**src/rtl/dispense_cmd_if.sv**
```systemverilog
// Pi/motor-facing signal bundle for the dispense command responder.
// master drives the raw request and motor feedback; slave is the responder.
interface dispense_cmd_if;
    logic [2:0] teststate_in;
    logic [1:0] stateamount_in;
    logic       candyflag_in;
    logic       motor_done;
    logic       cmd_valid;
    logic [2:0] cmd_state;
    logic [1:0] cmd_amount;
    logic       ack_out;
    logic       done_out;
    logic       err_out;

    modport master (
        output teststate_in, stateamount_in, candyflag_in, motor_done,
        input  cmd_valid, cmd_state, cmd_amount, ack_out, done_out, err_out
    );

    modport slave (
        input  teststate_in, stateamount_in, candyflag_in, motor_done,
        output cmd_valid, cmd_state, cmd_amount, ack_out, done_out, err_out
    );
endinterface

```
**src/rtl/dispense_cmd_responder.sv**
```systemverilog
// Synchronizes and qualifies the Pi dispense request, issues one motor command
// strobe and runs the ack/done/err handshake back to the Pi.
module dispense_cmd_responder #(
    parameter int unsigned SYNC_STAGES    = 2,
    parameter int unsigned STABLE_CYCLES  = 1200,
    parameter int unsigned TIMEOUT_CYCLES = 120000000
) (
    input  logic          clk_x1,
    input  logic          rstn,
    dispense_cmd_if.slave bus
);
    localparam int unsigned QW = (STABLE_CYCLES > 1) ? $clog2(STABLE_CYCLES) : 1;
    localparam int unsigned TW = (TIMEOUT_CYCLES > 1) ? $clog2(TIMEOUT_CYCLES) : 1;
    localparam logic [QW-1:0] QMAX = QW'(STABLE_CYCLES - 1);
    localparam logic [TW-1:0] TMAX = TW'(TIMEOUT_CYCLES - 1);

    localparam logic [2:0] ST_IDLE    = 3'd0;
    localparam logic [2:0] ST_QUALIFY = 3'd1;
    localparam logic [2:0] ST_ISSUE   = 3'd2;
    localparam logic [2:0] ST_RUN     = 3'd3;
    localparam logic [2:0] ST_DONE    = 3'd4;
    localparam logic [2:0] ST_ERROR   = 3'd5;

    logic [5:0]             sync_r [SYNC_STAGES];
    logic [SYNC_STAGES-1:0] prime_r;
    logic                   armed_r;
    logic [2:0]             state_r, state_nx;
    logic [2:0]             cap_state_r, cap_state_nx;
    logic [1:0]             cap_amt_r, cap_amt_nx;
    logic [QW-1:0]          qcnt_r, qcnt_nx;
    logic [TW-1:0]          tcnt_r, tcnt_nx;
    logic                   recap_s;
    logic                   cmd_valid_r, ack_r, done_r, err_r;
    logic [2:0]             cmd_state_r;
    logic [1:0]             cmd_amount_r;

    logic       flag_s;
    logic [2:0] state_s;
    logic [1:0] amt_s;
    logic       primed_s;

    assign flag_s   = sync_r[SYNC_STAGES-1][0];
    assign amt_s    = sync_r[SYNC_STAGES-1][2:1];
    assign state_s  = sync_r[SYNC_STAGES-1][5:3];
    // prime_r marks when the sync chain holds real pin samples rather than reset zeros,
    // so a request held high across reset cannot arm the block.
    assign primed_s = prime_r[SYNC_STAGES-1];

    // Input synchronizer chain and fill tracker.
    always_ff @(posedge clk_x1 or negedge rstn) begin
        if (!rstn) begin
            for (int i = 0; i < SYNC_STAGES; i++) sync_r[i] <= 6'd0;
            prime_r <= {SYNC_STAGES{1'b0}};
        end else begin
            sync_r[0] <= {bus.teststate_in, bus.stateamount_in, bus.candyflag_in};
            for (int i = 1; i < SYNC_STAGES; i++) sync_r[i] <= sync_r[i-1];
            prime_r <= {prime_r[SYNC_STAGES-2:0], 1'b1};
        end
    end

    // Next-state and field-capture logic.
    always_comb begin
        state_nx     = state_r;
        cap_state_nx = cap_state_r;
        cap_amt_nx   = cap_amt_r;
        recap_s      = 1'b0;
        case (state_r)
            ST_IDLE: begin
                if (armed_r && flag_s) begin
                    state_nx     = ST_QUALIFY;
                    cap_state_nx = state_s;
                    cap_amt_nx   = amt_s;
                end else begin
                    state_nx = ST_IDLE;
                end
            end
            ST_QUALIFY: begin
                if (!flag_s) begin
                    state_nx = ST_IDLE;
                end else if ((state_s != cap_state_r) || (amt_s != cap_amt_r)) begin
                    cap_state_nx = state_s;
                    cap_amt_nx   = amt_s;
                    recap_s      = 1'b1;
                end else if (qcnt_r == QMAX) begin
                    state_nx = (cap_state_r == 3'b000) ? ST_ERROR : ST_ISSUE;
                end else begin
                    state_nx = ST_QUALIFY;
                end
            end
            ST_ISSUE: state_nx = bus.motor_done ? ST_DONE : ST_RUN;
            ST_RUN: begin
                // Completion beats a coincident timeout.
                if (bus.motor_done) begin
                    state_nx = ST_DONE;
                end else if (tcnt_r == TMAX) begin
                    state_nx = ST_ERROR;
                end else begin
                    state_nx = ST_RUN;
                end
            end
            ST_DONE, ST_ERROR: begin
                if (!flag_s) begin
                    state_nx = ST_IDLE;
                end else begin
                    state_nx = state_r;
                end
            end
            default: state_nx = ST_IDLE;
        endcase
    end

    // Saturating counters, cleared on every state entry or recapture.
    always_comb begin
        qcnt_nx = qcnt_r;
        tcnt_nx = tcnt_r;
        if ((state_nx != state_r) || recap_s) begin
            qcnt_nx = {QW{1'b0}};
            tcnt_nx = {TW{1'b0}};
        end else begin
            if ((state_r == ST_QUALIFY) && (qcnt_r != QMAX)) begin
                qcnt_nx = qcnt_r + QW'(1);
            end else begin
                qcnt_nx = qcnt_r;
            end
            if ((state_r == ST_RUN) && (tcnt_r != TMAX)) begin
                tcnt_nx = tcnt_r + TW'(1);
            end else begin
                tcnt_nx = tcnt_r;
            end
        end
    end

    // FSM state, arming, captured fields and counters.
    always_ff @(posedge clk_x1 or negedge rstn) begin
        if (!rstn) begin
            state_r     <= ST_IDLE;
            armed_r     <= 1'b0;
            cap_state_r <= 3'd0;
            cap_amt_r   <= 2'd0;
            qcnt_r      <= {QW{1'b0}};
            tcnt_r      <= {TW{1'b0}};
        end else begin
            state_r     <= state_nx;
            armed_r     <= armed_r | (primed_s & ~flag_s);
            cap_state_r <= cap_state_nx;
            cap_amt_r   <= cap_amt_nx;
            qcnt_r      <= qcnt_nx;
            tcnt_r      <= tcnt_nx;
        end
    end

    // Registered Moore outputs decoded from the next state.
    always_ff @(posedge clk_x1 or negedge rstn) begin
        if (!rstn) begin
            cmd_valid_r  <= 1'b0;
            cmd_state_r  <= 3'd0;
            cmd_amount_r <= 2'd0;
            ack_r        <= 1'b0;
            done_r       <= 1'b0;
            err_r        <= 1'b0;
        end else begin
            cmd_valid_r <= (state_nx == ST_ISSUE);
            if (state_nx == ST_ISSUE) begin
                cmd_state_r  <= cap_state_r;
                cmd_amount_r <= cap_amt_r;
            end else begin
                cmd_state_r  <= cmd_state_r;
                cmd_amount_r <= cmd_amount_r;
            end
            ack_r  <= (state_nx inside {ST_ISSUE, ST_RUN, ST_DONE, ST_ERROR});
            done_r <= (state_nx == ST_DONE);
            err_r  <= (state_nx == ST_ERROR);
        end
    end

    assign bus.cmd_valid  = cmd_valid_r;
    assign bus.cmd_state  = cmd_state_r;
    assign bus.cmd_amount = cmd_amount_r;
    assign bus.ack_out    = ack_r;
    assign bus.done_out   = done_r;
    assign bus.err_out    = err_r;
endmodule

```
**src/flat_wrapper.sv**
```systemverilog
// flat-port wrapper written by rule: the top's interface ports become plain ports
module dispense_cmd_responder_flat 
#(
    parameter int unsigned SYNC_STAGES    = 2,
    parameter int unsigned STABLE_CYCLES  = 1200,
    parameter int unsigned TIMEOUT_CYCLES = 120000000
)
  (clk_x1, rstn, bus_teststate_in, bus_stateamount_in, bus_candyflag_in, bus_motor_done, bus_cmd_valid, bus_cmd_state, bus_cmd_amount, bus_ack_out, bus_done_out, bus_err_out);
  dispense_cmd_if bus_i ();
  input  logic clk_x1;
  input  logic rstn;
  input wire logic [$bits(bus_i.teststate_in)-1:0] bus_teststate_in;
  input wire logic [$bits(bus_i.stateamount_in)-1:0] bus_stateamount_in;
  input wire logic [$bits(bus_i.candyflag_in)-1:0] bus_candyflag_in;
  input wire logic [$bits(bus_i.motor_done)-1:0] bus_motor_done;
  output wire logic [$bits(bus_i.cmd_valid)-1:0] bus_cmd_valid;
  output wire logic [$bits(bus_i.cmd_state)-1:0] bus_cmd_state;
  output wire logic [$bits(bus_i.cmd_amount)-1:0] bus_cmd_amount;
  output wire logic [$bits(bus_i.ack_out)-1:0] bus_ack_out;
  output wire logic [$bits(bus_i.done_out)-1:0] bus_done_out;
  output wire logic [$bits(bus_i.err_out)-1:0] bus_err_out;
  assign bus_i.teststate_in = bus_teststate_in;
  assign bus_i.stateamount_in = bus_stateamount_in;
  assign bus_i.candyflag_in = bus_candyflag_in;
  assign bus_i.motor_done = bus_motor_done;
  assign bus_cmd_valid = bus_i.cmd_valid;
  assign bus_cmd_state = bus_i.cmd_state;
  assign bus_cmd_amount = bus_i.cmd_amount;
  assign bus_ack_out = bus_i.ack_out;
  assign bus_done_out = bus_i.done_out;
  assign bus_err_out = bus_i.err_out;
  dispense_cmd_responder #(.SYNC_STAGES(SYNC_STAGES), .STABLE_CYCLES(STABLE_CYCLES), .TIMEOUT_CYCLES(TIMEOUT_CYCLES)) u_core (.clk_x1(clk_x1), .rstn(rstn), .bus(bus_i));
endmodule
```
**config.mk**
```make
export PLATFORM = sky130hd
export DESIGN_NAME = dispense_cmd_responder_flat
export DESIGN_NICKNAME = d
export VERILOG_FILES = /design/src/rtl/dispense_cmd_if.sv /design/src/rtl/dispense_cmd_responder.sv /design/src/flat_wrapper.sv
export SDC_FILE = /design/constraint.sdc
export NUM_CORES = 1
export LEC_CHECK = 0
export CAP_MARGIN = 20
export CORE_ASPECT_RATIO = 1.2
export CORE_MARGIN = 10
export CORE_UTILIZATION = 40
export DETAILED_ROUTE_END_ITERATION = 6
export MAX_ROUTING_LAYER = met4
export PLACE_DENSITY_LB_ADDON = 0.05
export SLEW_MARGIN = 20
export SYNTH_ARGS = -nofsm -noshare
export SYNTH_HDL_FRONTEND = slang
export SYNTH_SLANG_ARGS = --single-unit
```
**constraint.sdc**
```tcl
create_clock -name clk_x1 -period 2.8 [get_ports clk_x1]
set_input_delay 0.56 -clock clk_x1 [delete_from_list [all_inputs] [get_ports clk_x1]]
set_output_delay 0.56 -clock clk_x1 [all_outputs]
set_load 0.02 [all_outputs]
```
==> results.md, run 1 <==
- GRT met2 Usage: 21.9%
- Die X: 106 um
- Vias: 2611
- Int Power: 1.62 mW
- Tot GR Track Use: 13.6%
- Clock Latency Late Sink: 0.36 ns
- Layout fillers: 822
- Initial antenna violation count: 0
- Mapped Area: 3550 um2
- Critical-path maximum fanout: 13
- Distinct cells, synth: 54
- Fin util: 47.7%
- Lkg Pwr: 1.56 nW
- GRT busiest layer: met2
- Grt ovf: 0
- Fin. Hold Viols: 0
- Ant diodes: 0
- Worst Setup End Kind: flip-flop
- DP Cell Count: 451
- Post-Syn Instances: 325
- Die Ht: 123 um
- CTS H-tree lvls: 3
- CTS Buf Count: 9
- WHS: 0.211 ns
- DRC: 0
- Pre-Repair DR Iteration Count: 4
- Clock power share: 43.7%
- DRT Wirelength: 8110 um
- Clock Root Buffer: clkbuf_8
- Max VDD drop: 0.198 mV
- Fmax: 396 MHz
- Port bufs: 17
- P_sw: 0.578 mW
- Vias per cell: 5.59
- First-pass GRT wire length: 13900 um
- CTS tree: built
- Slew Viols, Final: 0
- PwrDens: 534 nW/um2
- GR met1 Demand/Resource: 16.2%
- Met3 usage: 2.81%
- Final WS setup: 0.277 ns
- Post-synth top flop: dfrtp_1
- Starting Density: 41.2%
- Syn avg cell area: 10.9 um2
- Clock skew: 0.00736 ns
- CP startpoint kind: flip-flop
- Post-CTS sizing: 0
- #FFs+latches synth: 70
- Outcome: completed
- EDFF count, synth: 0
- Post-synth ARST share: 100%
- Fin crit period: 2.52 ns
- RSZ-0062 raised after global routing: no
- Reg clk slew, reported paths: 0.08 ns
- Worst-Margin Slew: 0.633 ns
- Non-Filler Instances: 467
- RePlAce Congestion: 0.843
- Seq/Total Area, Yosys: 49.3%
- Core Region: 8610 um2
- Wire per inst: 17.4 um
- Dpl hpwl: 5450 um
- Fin crit share: 90.1%
- Total area of sequential cells: 1750 um2
- Slew margin rel.: 57.5%
- Post-CTS Hold Buffers: 0
- Nets@finish: 356
- Fin Setup TNS: 0 ns
- Critical path class: flip-flop to flip-flop
- Hold Crit Class: input port to asynchronous set/reset pin
- Total of max-cap violations: 0
- Area growth from synthesis to layout: 15.7%
- First DRT Iteration DRCs: 71
- Site row count: 37
- Largest net degree at the start of global routing: 71
- DP Worst Slack: 0.355 ns
- Post-route ant nets: 0
- Critical path arrival: 2.73 ns
- Multi-input gate area: 1660 um2
- Yosys warns: 0
- Num ports: 18
- Die Footprint: 13100 um2
- Share of power burned in registers: 48.9%
- Mapped Nets: 336
- Data required time of the worst path: 3.01 ns
- CTS sink cnt: 70
- Switching Share: 26.3%
- Combinational share of power: 7.4%
- Postcts setup bufs: 0
- Final setup violating endpoints: 0
- Number of global-route vias before repair: 2727
- CTS Buffer Depth: 2
- Layout cell share with drive strength beyond 1: 13.7%
[sequential cells by signal, indices dropped and copies added (netlist names), 2 cells and up]
name and flops:
u_core.amt_s 2, u_core.prime_r 2, u_core.state_r 3, u_core.sync_r 6, u_core.cap_state_r 3, u_core.state_s 3, u_core.bus.cmd_amount 2, u_core.qcnt_r 11
u_core.cap_amt_r 2, u_core.bus.cmd_state 3, u_core.tcnt_r 27
[routing by layer]
metal	up-vias	share of wire [%]
li1	1276	-
met5	-	0
met3	12	3.8
met4	0	1.5
met1	1281	45
met2	42	49
[critical path, stage by stage (launching register included)]
cell,delay [ns]
dfrtp_1,0.51
nor4bb_1,0.40
nand4_1,0.32
o31ai_1,0.46
a211o_2,0.39
buf_4,0.21
a221oi_1,0.09
[Yosys cell counts, types with 3 or more instances]
cell / instances / area, um2
dfrtp_1: 70 / 1750
a211oi_1: 30 / 225
xnor2_1: 22 / 193
nand2_1: 14 / 52.6
nand4_1: 14 / 87.6
nand3_1: 13 / 65.1
clkbuf_1: 12 / 45.0
nor2_1: 12 / 45.0
nor3_1: 11 / 55.1
xor2_1: 10 / 87.6
inv_1: 9 / 33.8
nor4_1: 8 / 50.1
a221oi_1: 7 / 61.3
o21ai_0: 6 / 30.0
o31ai_1: 6 / 45.0
and4_1: 5 / 43.8
buf_2: 5 / 25.0
mux2_2: 5 / 56.3
mux2_4: 5 / 75.1
or4_1: 5 / 37.5
or3_1: 4 / 25.0
a21oi_1: 3 / 15.0
and3_1: 3 / 18.8
buf_6: 3 / 33.8
nand2b_1: 3 / 18.8
nand3b_1: 3 / 22.5
nand4bb_1: 3 / 33.8
nor4b_1: 3 / 26.3
[cell type report]
class,count,share of cell area (%)
multi-input combinational,226,40.5
clock inverter,7,2.59
clock buffer,9,3.02
inverter,9,0.823
sequential,70,42.7
timing repair buffer,29,6.83
tap,117,3.56
[kinds of logic (layout without fill, tap and decap cells)]
| group | Yosys count | in the layout | share of synthesized area (%) |
|---|---|---|---|
| compound gates | 68 | 68 | 14.7 |
| xor+xnor | 32 | 32 | 7.90 |
| simple gates | 112 | 112 | 19.4 |
| mux | 11 | 11 | 3.98 |
| buf+inv | 29 | 54 | 3.88 |
| other cells | 1 | 1 | 0.106 |
| fa+ha+maj | 2 | 2 | 0.705 |
| flops | 70 | 70 | 49.3 |
[cells in the final DEF (no fill, tap or decap), drive strengths merged, types with 12 or more instances in the layout]
cell | netlist | final
buf | 8 | 13
clkdlybuf4s50 | 0 | 16
nand2 | 14 | 14
dfrtp | 70 | 70
nand3 | 13 | 13
xnor2 | 22 | 22
a211oi | 31 | 31
nor2 | 12 | 12
nand4 | 14 | 14
[power by group through the flow]
stage | combinational, mW | clock (mW) | sequential [mW]
2_1_floorplan | 0.105 | 0 | 1.08
3_3_place_gp | 0.165 | 0 | 1.09
3_5_place_dp | 0.165 | 0 | 1.09
4_1_cts | 0.165 | 0.978 | 1.07
5_1_grt | 0.180 | 1.02 | 1.08
6_report | 0.161 | 0.959 | 1.07
[worst paths after layout]
kind	start	end	slack, ns	cells past startpoint
min reg2reg	u_core.sync_r[10]	u_core.state_s[1]	0.35	0
min in group clk_x1	u_core.sync_r[10]	u_core.state_s[1]	0.35	0
max in group asynchronous	rstn	u_core.tcnt_r[16]	2.28	2
max reg2reg	u_core.tcnt_r[8]	u_core.tcnt_r[9]	0.28	6
min	rstn	u_core.qcnt_r[1]	0.21	2
max	u_core.tcnt_r[8]	u_core.tcnt_r[9]	0.28	6
[stage by stage]
step                      power (mW)  instance area [um2]
after floorplan                 1.18                 3550
after global placement          1.26                 3880
after detailed placement        1.26                 3880
after CTS                       2.22                 4110
after global routing            2.28                 4110
final                           2.19                 4110
Power figures use the tool's default switching activity.
==> inputs of run 2 (changes only) <==
- clock period: 2.8 -> 2.04 ns (I/O delays scaled with it)
==> run 2 against run 1 <==
  * The run now ends with setup timing left
  * Fmax up 21%
  * Worst setup slack worse by 0.32 ns
  * Cell count grew 12%
  * Via count rose by 9.7%
  * Sequential power increased by 36%
  * Combinational power is 86% higher
  * Non-clock buffer count grew 55
  * Flip-flop and latch count is the same
  * Clock power rose by 22%
  * Routed wire length up 4.9%
  * Sequential share of layout area shrank 4.8 points
  * Die area did not move
  * Critical endpoint is now u_core.tcnt_r[12]
==> results.md, run 2 (synthesized netlist as in run 1, its figures left out) <==
- Port bufs: 17 (unchanged)
- Most common cell after layout, fill and taps aside: dfrtp_1
- DRT Wirelength: 8510 um (+4.9%)
- CP max-delay cell: or3b_4
- Total Power: 2.92 mW (+33%)
- Outcome: finished, violations left
- PwrDens: 631 nW/um2 (+18%)
- Critical path buffer and inverter count: 1 (unchanged)
- Initial antenna violation count: 0 (unchanged)
- Fin Setup TNS: -0.491 ns (-0.491 ns)
- CP top delay family: simple AND/OR/NAND/NOR gates
- Site row count: 37 (unchanged)
- Final WS setup: -0.0454 ns (-0.322 ns)
- Nets@finish: 411 (+15%)
- First-pass GRT wire length: 14800 um (+6.3%)
- Clock Root Buffer: clkbuf_8
- Max VDD drop: 0.281 mV (+42%)
- Peak per-stage delay on the critical path: 0.41 ns (-0.10 ns)
- Number of global-route vias before repair: 3037 (+11%)
- Pre-Repair DR Iteration Count: 4 (unchanged)
- CTS tree: built
- Tot GR Track Use: 14.3% (+0.67 points)
- Fin. Hold Viols: 0 (unchanged)
- First DRT Iteration DRCs: 101 (+42%)
- RSZ-0062 raised after global routing: yes
- CTS H-tree lvls: 3 (unchanged)
- DRC: 0 (unchanged)
- Layout cell share with drive strength beyond 1: 29.9% (+16 points)
- Failing checks: setup timing
- Wire per inst: 16.3 um (-6.1%)
- Most frequent cells in the layout: dfrtp_1, buf_4, a211oi_1
- Die X: 106 um (unchanged)
- Die Footprint: 13100 um2 (unchanged)
- Critical-path cell list: or3b_4, or3_4, nor4_4, a211o_4, buf_12, a211oi_1
- Starting Density: 41.2% (unchanged)
- Core Region: 8610 um2 (unchanged)
- Vias: 2864 (+9.7%)
- WHS: 0.0723 ns (-0.139 ns)
- Ant diodes: 0 (unchanged)
- Area of placed instances: 4270 um2 (+10%)
- Worst Setup End Kind: flip-flop
- Fin crit period: 2.09 ns (-0.438 ns)
- Final Instance Area: 4630 um2 (+13%)
- Top flop regs: u_core.tcnt_r (27), u_core.qcnt_r (11), u_core.sync_r (6)
- Largest net degree at the start of global routing: 71 (unchanged)
- CP startpoint kind: flip-flop
- CTS Buffer Depth: 2 (unchanged)
- Grt ovf: 0 (unchanged)
- RePlAce Congestion: 0.852 (+1.0%)
- DP Worst Slack: -0.107 ns (-0.461 ns)
- Dpl hpwl: 5800 um (+6.4%)
- Largest register FFs: 27 (unchanged)
- Data required time of the worst path: 2.24 ns (-0.77 ns)
- Fin crit share: 102% (+12 points)
- Critical path class: flip-flop to flip-flop
- Critical path arrival: 2.29 ns (-0.44 ns)
- Die Ht: 123 um (unchanged)
- Critical-path maximum fanout: 27 (+14)
- Fmax: 480 MHz (+21%)
- CTS sink cnt: 70 (unchanged)
- Reg with most FFs: u_core.tcnt_r
- Slew Viols, Final: 0 (unchanged)
- Num ports: 18 (unchanged)
- Lkg Pwr: 1.83 nW (+18%)
- Reg clk slew, reported paths: 0.08 ns (about the same)
- Area growth from synthesis to layout: 30.5%
- Clock skew: 0.0105 ns (+0.00311 ns)
- CTS Buf Count: 9 (unchanged)
- Total of max-cap violations: 0 (unchanged)
- Hold Crit Class: input port to asynchronous set/reset pin
- Final setup violating endpoints: 32 (+32)
- Vias per cell: 5.49 (-1.9%)
- Post-CTS Hold Buffers: 0 (unchanged)
- Clock Latency Late Sink: 0.35 ns (about the same)
- Post-route ant nets: 0 (unchanged)
[run 2: metrics by stage]
stage,cells,util [%]
finish,522,53.8
global route,522,53.8
CTS,519,52.5
detailed placement,502,49.6
global placement,502,49.6
floorplan,325,-
[run 2: cell type report]
class                      instances  area, um2
clock buffer                      10        138
clock inverter                     6       68.8
fill                             789       3980
inverter                           9       33.8
multi-input combinational        226       1760
sequential                        70       1750
tap                              117        146
timing repair buffer              84        731
[run 2: worst reg2reg max path, stage by stage (launching register included)]
cell and delay, ns:
dfrtp_1 0.38, or3b_4 0.41, or3_4 0.41, nor4_4 0.27, a211o_4 0.17, buf_12 0.19, a211oi_1 0.12
[run 2: final timing paths]
path	startpoint	endpoint	slack, ns	cells past startpoint
worst min-delay path	rstn	u_core.qcnt_r[9]	0.07	2
worst max-delay path	u_core.qcnt_r[4]	u_core.tcnt_r[12]	-0.05	6
max in group asynchronous	rstn	u_core.state_r[1]	1.65	2
worst min register to register	u_core.sync_r[6]	u_core.flag_s	0.35	0
worst max register to register	u_core.qcnt_r[4]	u_core.tcnt_r[12]	-0.05	6
min in group clk_x1	u_core.sync_r[6]	u_core.flag_s	0.35	0
[run 2: what timing repair did]
action | 4_1_cts | 5_1_grt
cloned | 0 | 1
setup buffers | 1 | 2
endpoints found under the setup margin | 40 | 45
resized for setup | 8 | 14
pin swaps | 4 | 3
[run 2: where the power goes]
group	leakage (nW)	total (mW)	switching, mW	internal, mW
Clock	0.103	1.17	0.562	0.604
Sequential	0.924	1.46	0.0307	1.43
Combinational	0.804	0.300	0.172	0.128
Total	1.83	2.92	0.764	2.16
[run 2: layer usage]
| layer | GRT usage, % | vias up | share of wire (%) |
|---|---|---|---|
| met1 | 16.3 | 1432 | 44 |
| met2 | 24.3 | 29 | 52 |
| li1 | - | 1382 | - |
| met5 | - | - | 0 |
| met4 | 5.25 | 0 | 2.0 |
| met3 | 2.92 | 21 | 2.2 |
